===== config.mk =====
export PLATFORM = sky130hd
export DESIGN_NAME = hilo_sequencer
export DESIGN_NICKNAME = d
export VERILOG_FILES = /design/src/rtl/hilo_sequencer.sv
export SDC_FILE = /design/constraint.sdc
export NUM_CORES = 1
export LEC_CHECK = 0
export ABC_AREA = 0
export BUFFER_PORTS_ARGS = -buffer_cell sky130_fd_sc_hd__buf_2
export CAP_MARGIN = 20
export CORE_MARGIN = 10
export CORE_UTILIZATION = 51
export DETAILED_ROUTE_END_ITERATION = 7
export MAX_ROUTING_LAYER = met4
export PLACE_DENSITY = 0.86
export SYNTH_ARGS = -nofsm -noshare
export SYNTH_HDL_FRONTEND = slang
export SYNTH_SLANG_ARGS = --single-unit

===== constraint.sdc =====
create_clock -name Clk_i -period 2 [get_ports Clk_i]
set_clock_uncertainty 0.15 [all_clocks]
set_input_delay 0.1 -clock Clk_i [delete_from_list [all_inputs] [get_ports Clk_i]]
set_output_delay 0.1 -clock Clk_i [all_outputs]
set_load 0.01 [all_outputs]

===== src/rtl/hilo_sequencer.sv =====
// HiLo register sequencer: paces multiply/accumulate commits and register moves into Hi/Lo.
// Optional multiply-accumulate (MADD/MSUB) support is enabled by defining HILO_SEQ_ACCUM_EN.
module hilo_sequencer #(
  parameter int unsigned MUL_LATENCY = 4
) (
  input  logic       Clk_i,
  input  logic       Reset_i,
  input  logic       OpValid_i,
  input  logic [2:0] OpCode_i,
  input  logic       Flush_i,
  output logic       Stall_o,
  output logic       HiLoALUControl_o,
  output logic       AddToHi_o,
  output logic       AddToLo_o,
  output logic       AccumSub_o,
  output logic       MoveToHi_o,
  output logic       MoveToLo_o,
  output logic       HiLoSel_o,
  output logic       Busy_o,
  output logic       Done_o,
  output logic       IllegalOp_o
);

  localparam logic [3:0] CNT_INIT = 4'(MUL_LATENCY - 1);

  typedef enum logic [1:0] {IDLE, MUL_WAIT, COMMIT} state_e;
  typedef enum logic [2:0] {
    OP_NOP, OP_MULT, OP_MADD, OP_MSUB, OP_MTHI, OP_MTLO, OP_MFHI, OP_MFLO
  } op_e;

  state_e     state_q, state_d;
  logic [3:0] cnt_q, cnt_d;
  op_e        op_q, op_d;
  logic       alu_q, alu_d;
  logic       done_q, done_d;
  logic       mthi_q, mthi_d;
  logic       mtlo_q, mtlo_d;
  logic       sel_q, sel_d;
  logic       ill_q, ill_d;
`ifdef HILO_SEQ_ACCUM_EN
  logic       acc_q, acc_d;
  logic       sub_q, sub_d;
`endif

  logic busy, accept, is_mul, is_acc, start, illegal;
  op_e  op_in;

  assign op_in  = op_e'(OpCode_i);
  assign busy   = (state_q != IDLE);
  assign accept = OpValid_i && !busy && !Flush_i && !Reset_i;
  assign is_mul = (op_in == OP_MULT);
  assign is_acc = (op_in == OP_MADD) || (op_in == OP_MSUB);

`ifdef HILO_SEQ_ACCUM_EN
  assign start   = accept && (is_mul || is_acc);
  assign illegal = 1'b0;
`else
  // Accumulate ops are consumed without effect other than the IllegalOp pulse.
  assign start   = accept && is_mul;
  assign illegal = accept && is_acc;
`endif

  always_comb begin
    state_d = state_q;
    cnt_d   = cnt_q;
    op_d    = op_q;
    alu_d   = 1'b0;
    done_d  = 1'b0;
    mthi_d  = accept && (op_in == OP_MTHI);
    mtlo_d  = accept && (op_in == OP_MTLO);
    ill_d   = illegal;
    sel_d   = sel_q;
`ifdef HILO_SEQ_ACCUM_EN
    acc_d   = 1'b0;
    sub_d   = 1'b0;
`endif
    if (accept && (op_in == OP_MFHI)) begin
      sel_d = 1'b1;
    end else if (accept && (op_in == OP_MFLO)) begin
      sel_d = 1'b0;
    end

    case (state_q)
      IDLE: begin
        if (start) begin
          state_d = MUL_WAIT;
          cnt_d   = CNT_INIT;
          op_d    = op_in;
        end
      end
      MUL_WAIT: begin
        if (Flush_i) begin
          state_d = IDLE;
          cnt_d   = 4'd0;
          op_d    = OP_NOP;
        end else if (cnt_q == 4'd0) begin
          // Strobes are computed one cycle early so they leave a flop in COMMIT.
          state_d = COMMIT;
          alu_d   = (op_q == OP_MULT);
          done_d  = 1'b1;
`ifdef HILO_SEQ_ACCUM_EN
          acc_d   = (op_q == OP_MADD) || (op_q == OP_MSUB);
          sub_d   = (op_q == OP_MSUB);
`endif
        end else begin
          cnt_d = cnt_q - 4'd1;
        end
      end
      COMMIT: begin
        state_d = IDLE;
        op_d    = OP_NOP;
      end
      default: begin
        state_d = IDLE;
      end
    endcase
  end

  always_ff @(posedge Clk_i) begin
    if (Reset_i) begin
      state_q <= IDLE;
      cnt_q   <= 4'd0;
      op_q    <= OP_NOP;
      alu_q   <= 1'b0;
      done_q  <= 1'b0;
      mthi_q  <= 1'b0;
      mtlo_q  <= 1'b0;
      sel_q   <= 1'b0;
      ill_q   <= 1'b0;
`ifdef HILO_SEQ_ACCUM_EN
      acc_q   <= 1'b0;
      sub_q   <= 1'b0;
`endif
    end else begin
      state_q <= state_d;
      cnt_q   <= cnt_d;
      op_q    <= op_d;
      alu_q   <= alu_d;
      done_q  <= done_d;
      mthi_q  <= mthi_d;
      mtlo_q  <= mtlo_d;
      sel_q   <= sel_d;
      ill_q   <= ill_d;
`ifdef HILO_SEQ_ACCUM_EN
      acc_q   <= acc_d;
      sub_q   <= sub_d;
`endif
    end
  end

  assign Stall_o          = OpValid_i && busy;
  assign Busy_o           = busy;
  assign HiLoALUControl_o = alu_q;
  assign Done_o           = done_q;
  assign MoveToHi_o       = mthi_q;
  assign MoveToLo_o       = mtlo_q;
  assign HiLoSel_o        = sel_q;
  assign IllegalOp_o      = ill_q;
`ifdef HILO_SEQ_ACCUM_EN
  assign AddToHi_o        = acc_q;
  assign AddToLo_o        = acc_q;
  assign AccumSub_o       = sub_q;
`else
  assign AddToHi_o        = 1'b0;
  assign AddToLo_o        = 1'b0;
  assign AccumSub_o       = 1'b0;
`endif

endmodule


==> insert_results.sql, run 1 <==
INSERT INTO impl_metrics (metric_group, metric, value, unit) VALUES
('layout', 'fin_nets', '127', ''),
('setup_path', 'timing.critical_path.arrival', '1980', 'ps'),
('place', 'placed_instance_count', '120', ''),
('yosys', 'syn_area', '807', 'µm²'),
('yosys', 'post-synth-top-area-fraction', '0.372', ''),
('floorplan', 'floorplan.initialDensity', '0.536', ''),
('grt', 'total_global_routing_track_utilization', '0.122', ''),
('clock_network', 'cts.sink_count', '15', ''),
('yosys', 'largest_cells_by_area_after_synthesis', 'dfxtp_1 37%, ha_1 9.3%, nor3_1 5.6%, a21oi_1 4.3%, nor3b_1 3.7%', ''),
('place', 'dp_hpwl', '1.36', 'mm'),
('setup_path', 'type_of_the_setup_path_with_the_least_slack', 'in2reg', ''),
('yosys', 'post_synth_edffs', '0', ''),
('grt', 'grt_first_pass_wirelength', '3.44', 'mm'),
('sta', 'timing.final.setup_violations', '0', ''),
('grt', 'vias_in_the_first_global_route', '764', ''),
('layout', 'post_route_cells_drive_above_1_share', '0.221', ''),
('pwr', 'total_leakage_power', '0.397', 'nW'),
('setup_path', 'critical_path.max_fanout', '11', ''),
('drt', 'detail_route.first_pass.iterations', '6', ''),
('setup_path', 'critical_path.endpoint_type', 'flip-flop', ''),
('layout', 'antenna-diode-count', '0', ''),
('drt', 'route.detailed.wl_per_inst', '15.4', 'µm'),
('yosys', 'yosys.cell_count.top_type', 'dfxtp_1', ''),
('sta', 'min_period_over_period', '0.983', ''),
('pwr', 'power_per_unit_of_standard_cell_area', '1150', 'nW/µm²'),
('yosys', 'postSynth.topFlopCell', 'dfxtp_1', ''),
('hold_path', 'hold_path.class', 'in2reg', ''),
('drt', 'antenna_violating_nets_remaining', '0', ''),
('yosys', 'synthTopCellsByCount', '15 x dfxtp_1, 9 x nor3_1, 7 x a21oi_1, 7 x nor2_1', ''),
('place', 'gp_congestion', '0.942', ''),
('floorplan', 'chipHeight', '59.8', 'µm'),
('clock_network', 'post_cts_buffers', '0', ''),
('grt', 'grt_start_max_net_pins', '13', ''),
('sta', 'finalHoldWorstSlack', '60.7', 'ps'),
('floorplan', 'dieWidth', '59.8', 'µm'),
('clock_network', 'clock_pin_slew_on_the_worst_setup_and_hold_paths', '90', 'ps'),
('yosys', 'ys_seq_area_frac', '0.372', ''),
('floorplan', 'placement_rows', '14', ''),
('place', 'post_dp_cell_area', '871', 'µm²'),
('yosys', 'synth-seq-cells', '15', ''),
('drt', 'detailroute.via_count', '773', ''),
('sta', 'number_of_max_slew_violations_in_the_final_report', '0', ''),
('drt', 'detailedRoute.firstIterationViolations', '24', ''),
('drt', 'route.detailed.vias_per_inst', '5.99', ''),
('layout', 'layout.cells.non_filler', '129', ''),
('setup_path', 'startpoint_type', 'input pin', ''),
('drt', 'drcViolationCount', '0', ''),
('place', 'port-buffer-count', '14', ''),
('floorplan', 'design.die.area', '3570', 'µm²'),
('sta', 'timing_hold_violations_final', '0', ''),
('pwr', 'final_total_power', '1.11', 'mW'),
('clock_network', 'cts-buffers-inserted', '3', ''),
('floorplan', 'core_area', '1510', 'µm²'),
('status', 'outcome', 'completed', ''),
('yosys', 'syn-mean-instance-area', '8.68', 'µm²'),
('sta', 'tns', '0', 'ps'),
('sta', 'clock.fmax', '509', 'MHz'),
('layout', 'final_design_area_no_fill', '965', 'µm²'),
('grt', 'grt_antenna_before_repair', '0', ''),
('setup_path', 'required', '2010', 'ps'),
('clock_network', 'clock_path_buffers', '2', ''),
('yosys', 'synth_area_leader_cell', 'dfxtp_1', ''),
('yosys', 'postSynth.asyncResetShare', '0', ''),
('yosys', 'yosysWarningCount', '0', ''),
('grt', 'globalRouteOverflowTotal', '0', ''),
('sta', 'timing.final.crit_period', '1970', 'ps'),
('floorplan', 'pin_count', '18', ''),
('yosys', 'syn-instance-count', '93', ''),
('clock_network', 'cts-htree-levels', '1', ''),
('layout', 'layout.filler_cells', '117', ''),
('clock_network', 'tritoncts', 'built', ''),
('drt', 'finalWirelength', '1.99', 'mm'),
('yosys', 'post_synthesis_cell_type_count', '33', ''),
('layout', 'area_delta_synth_final', '19.5', '%'),
('clock_network', 'clock_tree.root_cell', 'clkbuf_4', ''),
('pwr', 'max-vdd-ir-drop', '694', 'µV'),
('clock_network', 'latest_clock_arrival_within_the_worst_skew_pair', '280', 'ps'),
('job', 'maxCapViolCount', '0', '');
## final timing paths
kind,startpoint,end,slack [ps],cells after the start
max,OpCode_i[2],op_q[1]$_SDFFE_PP0P_,30,6
min,OpValid_i,IllegalOp_o$_SDFF_PP0_,60,3
max reg2reg,state_q[0]$_SDFFE_PP0P_,op_q[1]$_SDFFE_PP0P_,120,6
min reg2reg,op_q[2]$_SDFFE_PP0P_,op_q[2]$_SDFFE_PP0P_,340,2
## layer usage
metal / GRT usage / share of wire
met3: 0.0318 / 0.074
met1: 0.131 / 0.38
met2: 0.203 / 0.53
met5: - / 0
met4: 0.0545 / 0.014
## state kept, by name (all words and copies together), names as in the netlist
signal and count:
IllegalOp_o 1, MoveToHi_o 1, cnt_q 4, state_q 2, MoveToLo_o 1, HiLoSel_o 1
op_q 3, HiLoALUControl_o 1, Done_o 1
## cells in the final DEF (no fill, tap or decap), drive strengths merged
master / synthesis / final
a211oi: 1 / 1
a21oi: 7 / 7
a31oi: 1 / 1
and3: 1 / 1
and4: 1 / 1
buf: 4 / 15
clkbuf: 2 / 4
conb: 1 / 3
dfxtp: 15 / 15
dlygate4sd3: 0 / 5
ha: 6 / 6
inv: 6 / 6
nand2: 4 / 4
nand2b: 1 / 1
nand3: 1 / 1
nand3b: 2 / 2
nand4: 1 / 1
nand4bb: 1 / 1
nor2: 7 / 7
nor2b: 2 / 2
nor3: 9 / 9
nor3b: 4 / 4
o21a: 1 / 1
o21ai: 4 / 4
o22ai: 1 / 1
o311ai: 3 / 3
o31ai: 2 / 2
o41ai: 3 / 3
or3b: 2 / 2
## critical path, cell delays in order
cell	delay, ps
dlygate4sd3_1	560
buf_2	160
or3b_1	390
o21a_1	330
o311ai_1	320
o41ai_1	120
## area by class of cell
cell class,count,area (µm²),share of cell area
clock buffer,4,26.3,0.0272
sequential,15,300,0.311
tap,16,20.0,0.0208
timing repair buffer,20,128,0.132
multi-input combinational,68,468,0.485
inverter,6,22.5,0.0233
## report_power, final
| group | internal (mW) | switching [mW] | total (mW) |
|---|---|---|---|
| logic | 0.213 | 0.336 | 0.548 |
| registers | 0.353 | 0.0362 | 0.390 |
| clock network | 0.0775 | 0.0980 | 0.175 |
| total | 0.644 | 0.470 | 1.11 |
## kinds of logic after synthesis
logic type,synth area share
other,0.00465
adder cells (fa/ha/maj),0.0930
flip-flops,0.372
buffers and inverters,0.0791
AO/OA/AOI/OAI,0.195
AND/OR/NAND/NOR,0.256
## metrics by stage
step,utilization,setup slack (ps)
3_3_place_gp,0.578,237
4_1_cts,0.629,23.6
3_5_place_dp,0.578,134
5_1_grt,0.640,-6.75
2_1_floorplan,-,230
6_report,0.640,34.6
## what timing repair did
action	in CTS	in global routing
hold buffers	5	0
endpoints found under the hold margin	10	0
resized for setup	0	5
endpoints found under the setup margin	0	6
Note: power is estimated with default switching activity, not from simulation.
==> run 2: changes to the inputs <==
SETUP_SLACK_MARGIN = 0.3   (was not set)
==> run 2 against run 1 <==
Critical path depth unchanged. Combinational power up 71%. Fmax up 12%. Final cell count up 7.8%. The flow now finishes with violations (hold timing). Cell area up 21%. Non-clock buffer count up 9. Clock power up 7%. Largest power group unchanged. Wire length up 53%. Global-route usage up 3.4 points. First-iteration DRC count up 110%. Die area unchanged.
==> insert_results.sql, run 2 (same netlist as run 1, synthesis figures left out) <==
INSERT INTO impl_metrics (metric_group, metric, value, unit) VALUES
('grt', 'vias_in_the_first_global_route', '860', ''),
('layout', 'most-common-layout-cells', '14 x buf_2, 12 x dfxtp_1, 8 x buf_4', ''),
('sta', 'timing.final.crit_period', '1750', 'ps'),
('grt', 'total_global_routing_track_utilization', '0.155', ''),
('pwr', 'clockPowerShare', '0.122', ''),
('layout', 'antenna-diode-count', '0', ''),
('pwr', 'share_seq_of_total_power', '0.267', ''),
('setup_path', 'critical_path.max_fanout', '7', ''),
('sta', 'clock.fmax', '570', 'MHz'),
('clock_network', 'cts.sink_count', '15', ''),
('sta', 'finalHoldWorstSlack', '-43.3', 'ps'),
('hold_path', 'hold_path.class', 'in2reg', ''),
('pwr', 'p_sw_frac', '0.442', ''),
('pwr', 'final_total_power', '1.53', 'mW'),
('setup_path', 'worst_setup_slack_for_register_to_register_paths', '250', 'ps'),
('drt', 'antenna_violating_nets_remaining', '0', ''),
('pwr', 'combinational_power_share', '0.611', ''),
('pwr', 'intPower', '0.855', 'mW'),
('grt', 'grt_antenna_before_repair', '0', ''),
('sta', 'min_period_over_period', '0.877', ''),
('clock_network', 'clock_path_buffers', '2', ''),
('floorplan', 'design.die.area', '3570', 'µm²'),
('layout', 'layout.cells.non_filler', '139', ''),
('layout', 'area_delta_synth_final', '44.8', '%'),
('pwr', 'power_switching', '0.677', 'mW'),
('drt', 'finalWirelength', '3.04', 'mm'),
('clock_network', 'cts-htree-levels', '1', ''),
('drt', 'detailroute.via_count', '917', ''),
('drt', 'detail_route.first_pass.iterations', '4', ''),
('clock_network', 'clock_pin_slew_on_the_worst_setup_and_hold_paths', '110', 'ps'),
('clock_network', 'clock_tree.root_cell', 'clkbuf_4', ''),
('place', 'gp_congestion', '0.851', ''),
('layout', 'multi_input_comb_area', '596', 'µm²'),
('clock_network', 'latest_clock_arrival_within_the_worst_skew_pair', '300', 'ps'),
('drt', 'detailedRoute.firstIterationViolations', '51', ''),
('setup_path', 'critical_path.endpoint_type', 'flip-flop', ''),
('floorplan', 'core_area', '1510', 'µm²'),
('floorplan', 'dieWidth', '59.8', 'µm'),
('sta', 'timing.final.setup_violations', '0', ''),
('layout', 'post_route_cells_drive_above_1_share', '0.431', ''),
('job', 'maxCapViolCount', '0', ''),
('setup_path', 'startpoint_type', 'flip-flop', ''),
('floorplan', 'floorplan.initialDensity', '0.536', ''),
('floorplan', 'chipHeight', '59.8', 'µm'),
('sta', 'rsz0062_at_grt', 'true', ''),
('layout', 'final_design_area_no_fill', '1170', 'µm²'),
('setup_path', 'type_of_the_setup_path_with_the_least_slack', 'reg2reg', ''),
('pwr', 'max-vdd-ir-drop', '1080', 'µV'),
('layout', 'leading_cell_type_in_the_layout_fill_and_taps_excluded', 'buf_2', ''),
('place', 'dp_hpwl', '1.40', 'mm'),
('drt', 'route.detailed.vias_per_inst', '6.60', ''),
('status', 'violations', 'hold timing', ''),
('layout', 'final-seq-area', '307', 'µm²'),
('setup_path', 'required', '2020', 'ps'),
('sta', 'tns', '0', 'ps'),
('clock_network', 'tritoncts', 'built', ''),
('clock_network', 'holdBufCountCts', '6', ''),
('layout', 'layout.filler_cells', '91', ''),
('layout', 'largestRegisters', 'cnt_q (4), op_q (3), state_q (2)', ''),
('layout', 'largest_register_ff_count', '4', ''),
('drt', 'drcViolationCount', '0', ''),
('grt', 'globalRouteOverflowTotal', '0', ''),
('pwr', 'power_per_unit_of_standard_cell_area', '1310', 'nW/µm²'),
('place', 'post_dp_cell_area', '883', 'µm²'),
('sta', 'timing_hold_violations_final', '3', ''),
('place', 'placed_instance_count', '120', ''),
('layout', 'fin_nets', '137', ''),
('grt', 'grt_first_pass_wirelength', '4.08', 'mm'),
('floorplan', 'placement_rows', '14', ''),
('status', 'outcome', 'complete, but fails checks', ''),
('setup_path', 'timing.critical_path.arrival', '1780', 'ps'),
('floorplan', 'pin_count', '18', ''),
('clock_network', 'cts-buffers-inserted', '3', ''),
('place', 'port-buffer-count', '14', ''),
('layout', 'largest_register_by_flop_count', 'cnt_q', ''),
('sta', 'number_of_max_slew_violations_in_the_final_report', '0', ''),
('drt', 'route.detailed.wl_per_inst', '21.9', 'µm'),
('grt', 'grt_start_max_net_pins', '10', ''),
('pwr', 'total_leakage_power', '0.459', 'nW');
==> run 2: cell type report <==
class	count	share of cell area
Clock buffer	4	0.0225
Inverter	6	0.0214
Multi-Input combinational cell	69	0.510
Sequential cell	15	0.262
Tap cell	16	0.0171
Timing Repair Buffer	29	0.167
==> run 2: critical path, stage by stage, from the launching register on <==
cell and delay [ps]:
dfxtp_2 340, inv_2 90, ha_2 270, nor2b_4 350, a21oi_2 150, a21oi_1 200, nor3_1 80
==> run 2: through the flow <==
stage               setup WS [ps]   util
floorplan                     305      -
global placement              183  0.586
detailed placement           68.1  0.586
CTS                           268  0.694
global route                  179  0.776
finish                        246  0.776
==> run 2: repair_timing <==
item | in CTS | in global routing
hold endpoints to repair | 10 | 4
pin swaps | 1 | 7
setup buffers | 1 | 7
setup endpoints to repair | 10 | 12
cloned | 1 | 0
gates resized for setup | 13 | 16
==> run 2: power by group through the flow <==
| stage | combinational (mW) | sequential (mW) | clock (mW) |
|---|---|---|---|
| finish | 0.936 | 0.409 | 0.187 |
| global placement | 0.512 | 0.395 | 0 |
| CTS | 0.691 | 0.395 | 0.175 |
| floorplan | 0.417 | 0.391 | 0 |
| detailed placement | 0.537 | 0.399 | 0 |
| global route | 0.978 | 0.412 | 0.199 |
==> run 2: final timing paths <==
kind / startpoint / end / depth (start not counted)
setup / recovery: state_q[1]$_SDFFE_PP0P_ / cnt_q[1]$_SDFFE_PP0P_ / 6
hold / removal: Reset_i / cnt_q[0]$_SDFFE_PP0P_ / 2
setup reg to reg: state_q[1]$_SDFFE_PP0P_ / cnt_q[1]$_SDFFE_PP0P_ / 6
hold reg to reg: op_q[0]$_SDFFE_PP0P_ / op_q[0]$_SDFFE_PP0P_ / 2
==> run 2: metal layers <==
| layer | vias to the layer above | global-route usage | wire length, µm |
|---|---|---|---|
| li1 | 401 | - | - |
| met1 | 418 | 0.169 | 1120 |
| met2 | 76 | 0.232 | 1440 |
| met3 | 22 | 0.0487 | 304 |
| met4 | 0 | 0.112 | 180 |
| met5 | - | - | 0 |
==> run 3: changes to the inputs <==
GPL_TIMING_DRIVEN = 0   (was not set)
==> run 3 against run 2 <==
The run now ends clean. Cell area increased by 6.1%. Die area unchanged. Sequential share of layout area decreased by 1.4 points. Clock-buffer cell count decreased by 1. Combinational power decreased by 0.7%. Flip-flop and latch count unchanged. Global-route usage decreased by 2.4 points. Critical endpoint is now op_q[1]$_SDFFE_PP0P_. Largest cell class unchanged. Highest routed layer unchanged.
==> insert_results.sql, run 3 (same netlist as run 1, synthesis figures left out) <==
INSERT INTO impl_metrics (metric_group, metric, value, unit) VALUES
('layout', 'antenna-diode-count', '0', ''),
('pwr', 'max-vdd-ir-drop', '881', 'µV'),
('place', 'post_dp_cell_area', '917', 'µm²'),
('setup_path', 'worst_setup_slack_for_register_to_register_paths', '150', 'ps'),
('sta', 'timing.final.setup_violations', '0', ''),
('floorplan', 'placement_rows', '14', ''),
('layout', 'final_core_util', '0.823', ''),
('drt', 'route.detailed.vias_per_inst', '6.75', ''),
('setup_path', 'crit_start', 'state_q[1]$_SDFFE_PP0P_', ''),
('sta', 'tns', '0', 'ps'),
('clock_network', 'clock_pin_slew_on_the_worst_setup_and_hold_paths', '110', 'ps'),
('setup_path', 'critical_path.endpoint_type', 'flip-flop', ''),
('layout', 'largest_register_ff_count', '4', ''),
('clock_network', 'tritoncts', 'built', ''),
('layout', 'leading_cell_type_in_the_layout_fill_and_taps_excluded', 'buf_2', ''),
('layout', 'largestRegisters', 'cnt_q (4), op_q (3), state_q (2)', ''),
('clock_network', 'cts.sink_count', '15', ''),
('pwr', 'total_leakage_power', '0.499', 'nW'),
('sta', 'number_of_max_slew_violations_in_the_final_report', '0', ''),
('clock_network', 'clock_tree.root_cell', 'clkbuf_4', ''),
('clock_network', 'clock_path_buffers', '2', ''),
('layout', 'final_design_area_no_fill', '1240', 'µm²'),
('layout', 'largest_register_by_flop_count', 'cnt_q', ''),
('status', 'outcome', 'completed', ''),
('grt', 'grt_start_max_net_pins', '11', ''),
('layout', 'area_delta_synth_final', '53.6', '%'),
('place', 'dp_hpwl', '1.35', 'mm'),
('drt', 'drcViolationCount', '0', ''),
('clock_network', 'latest_clock_arrival_within_the_worst_skew_pair', '300', 'ps'),
('grt', 'vias_in_the_first_global_route', '791', ''),
('floorplan', 'dieWidth', '59.8', 'µm'),
('place', 'gp_congestion', '0.815', ''),
('drt', 'detailedRoute.firstIterationViolations', '83', ''),
('sta', 'timing_hold_violations_final', '0', ''),
('sta', 'timing.slew.headroom', '0.666', ''),
('clock_network', 'cts-buffers-inserted', '3', ''),
('grt', 'grt_first_pass_wirelength', '3.52', 'mm'),
('sta', 'clock.fmax', '542', 'MHz'),
('setup_path', 'required', '2030', 'ps'),
('place', 'port-buffer-count', '14', ''),
('layout', 'layout.cells.non_filler', '141', ''),
('job', 'maxCapViolCount', '0', ''),
('layout', 'most-common-layout-cells', '14 x buf_2, 11 x dfxtp_1, 8 x buf_4', ''),
('hold_path', 'hold_path.class', 'in2reg', ''),
('setup_path', 'timing.critical_path.arrival', '1880', 'ps'),
('layout', 'post_route_cells_drive_above_1_share', '0.488', ''),
('sta', 'min_period_over_period', '0.923', ''),
('sta', 'rsz0062_at_grt', 'true', ''),
('setup_path', 'worst_r2r_startpoint', 'state_q[1]$_SDFFE_PP0P_', ''),
('drt', 'antenna_violating_nets_remaining', '0', ''),
('drt', 'detailroute.via_count', '952', ''),
('floorplan', 'design.die.area', '3570', 'µm²'),
('drt', 'detail_route.first_pass.iterations', '4', ''),
('floorplan', 'core_area', '1510', 'µm²'),
('hold_path', 'hold_start', 'OpCode_i[2]', ''),
('pwr', 'power_per_unit_of_standard_cell_area', '1250', 'nW/µm²'),
('setup_path', 'type_of_the_setup_path_with_the_least_slack', 'reg2reg', ''),
('layout', 'fin_nets', '139', ''),
('grt', 'total_global_routing_track_utilization', '0.131', ''),
('setup_path', 'startpoint_type', 'flip-flop', ''),
('grt', 'globalRouteOverflowTotal', '0', ''),
('place', 'placed_instance_count', '125', ''),
('drt', 'finalWirelength', '3.34', 'mm'),
('sta', 'slew_of_the_pin_with_the_lowest_slew_margin', '502', 'ps'),
('floorplan', 'floorplan.initialDensity', '0.536', ''),
('floorplan', 'chipHeight', '59.8', 'µm'),
('clock_network', 'cts-htree-levels', '1', ''),
('setup_path', 'critical_path.max_fanout', '5', ''),
('drt', 'route.detailed.wl_per_inst', '23.7', 'µm'),
('sta', 'timing.final.crit_period', '1850', 'ps'),
('floorplan', 'pin_count', '18', ''),
('grt', 'grt_antenna_before_repair', '0', ''),
('layout', 'layout.filler_cells', '89', '');
==> run 3: changes by cell type in the layout (fill, tap and decap cells not counted), sizes merged <==
cell	before	now
buf	22	24
o21a	2	1
clkinv	0	1
==> run 3: what timing repair did <==
action,CTS,global route
cloned,0,1
pin swaps,3,13
endpoints found under the setup margin,9,14
buffers inserted,1,4
gates resized for setup,14,29
hold buffers,6,0
endpoints found under the hold margin,6,0
==> run 3: report_power, final <==
group | switching [mW] | internal, mW | total (mW) | leakage [nW]
Sequential | 0.0567 | 0.361 | 0.417 | 0.124
Clock | 0.125 | 0.0747 | 0.200 | 0.0177
Combinational | 0.534 | 0.395 | 0.929 | 0.358
Total | 0.716 | 0.830 | 1.55 | 0.499
==> run 3: worst max-delay path, cell delays in order (launching register included) <==
cell	delay, ps
dfxtp_2	350
inv_2	100
ha_4	170
nand4bb_4	140
o21a_4	260
buf_6	140
o311ai_2	260
o41ai_2	150
==> run 3: final cells by class <==
class | instances | area (µm²) | area share
Sequential cell | 15 | 308 | 0.248
Clock inverter | 1 | 5.00 | 0.00404
Tap cell | 16 | 20.0 | 0.0161
Clock buffer | 3 | 22.5 | 0.0182
Timing Repair Buffer | 26 | 179 | 0.144
Inverter | 6 | 25.0 | 0.0202
Buffer | 6 | 45.0 | 0.0363
Multi-Input combinational cell | 68 | 636 | 0.513
==> run 3: final timing paths <==
path / cells past startpoint / endpoint
worst max-delay path: 7 / op_q[1]$_SDFFE_PP0P_
worst min register to register: 1 / HiLoALUControl_o$_SDFF_PP0_
worst max register to register: 7 / op_q[1]$_SDFFE_PP0P_
worst min-delay path: 3 / HiLoSel_o$_SDFFE_PP0P_
==> run 3: metrics by stage <==
stage | setup WS (ps) | total power [mW] | hold WS [ps]
5_1_grt | 104 | 1.60 | 94.3
4_1_cts | 275 | 1.22 | 20.1
3_5_place_dp | 56.0 | 0.936 | 175
3_3_place_gp | 117 | 0.918 | 168
2_1_floorplan | 305 | 0.808 | 25.8
6_report | 154 | 1.55 | 62.7
==> run 3: routing by layer <==
metal,vias up,share of wire,global-route usage
li1,398,-,-
met3,27,0.10,0.0508
met2,89,0.47,0.194
met4,0,0.039,0.0769
met1,438,0.39,0.147
met5,-,0,-
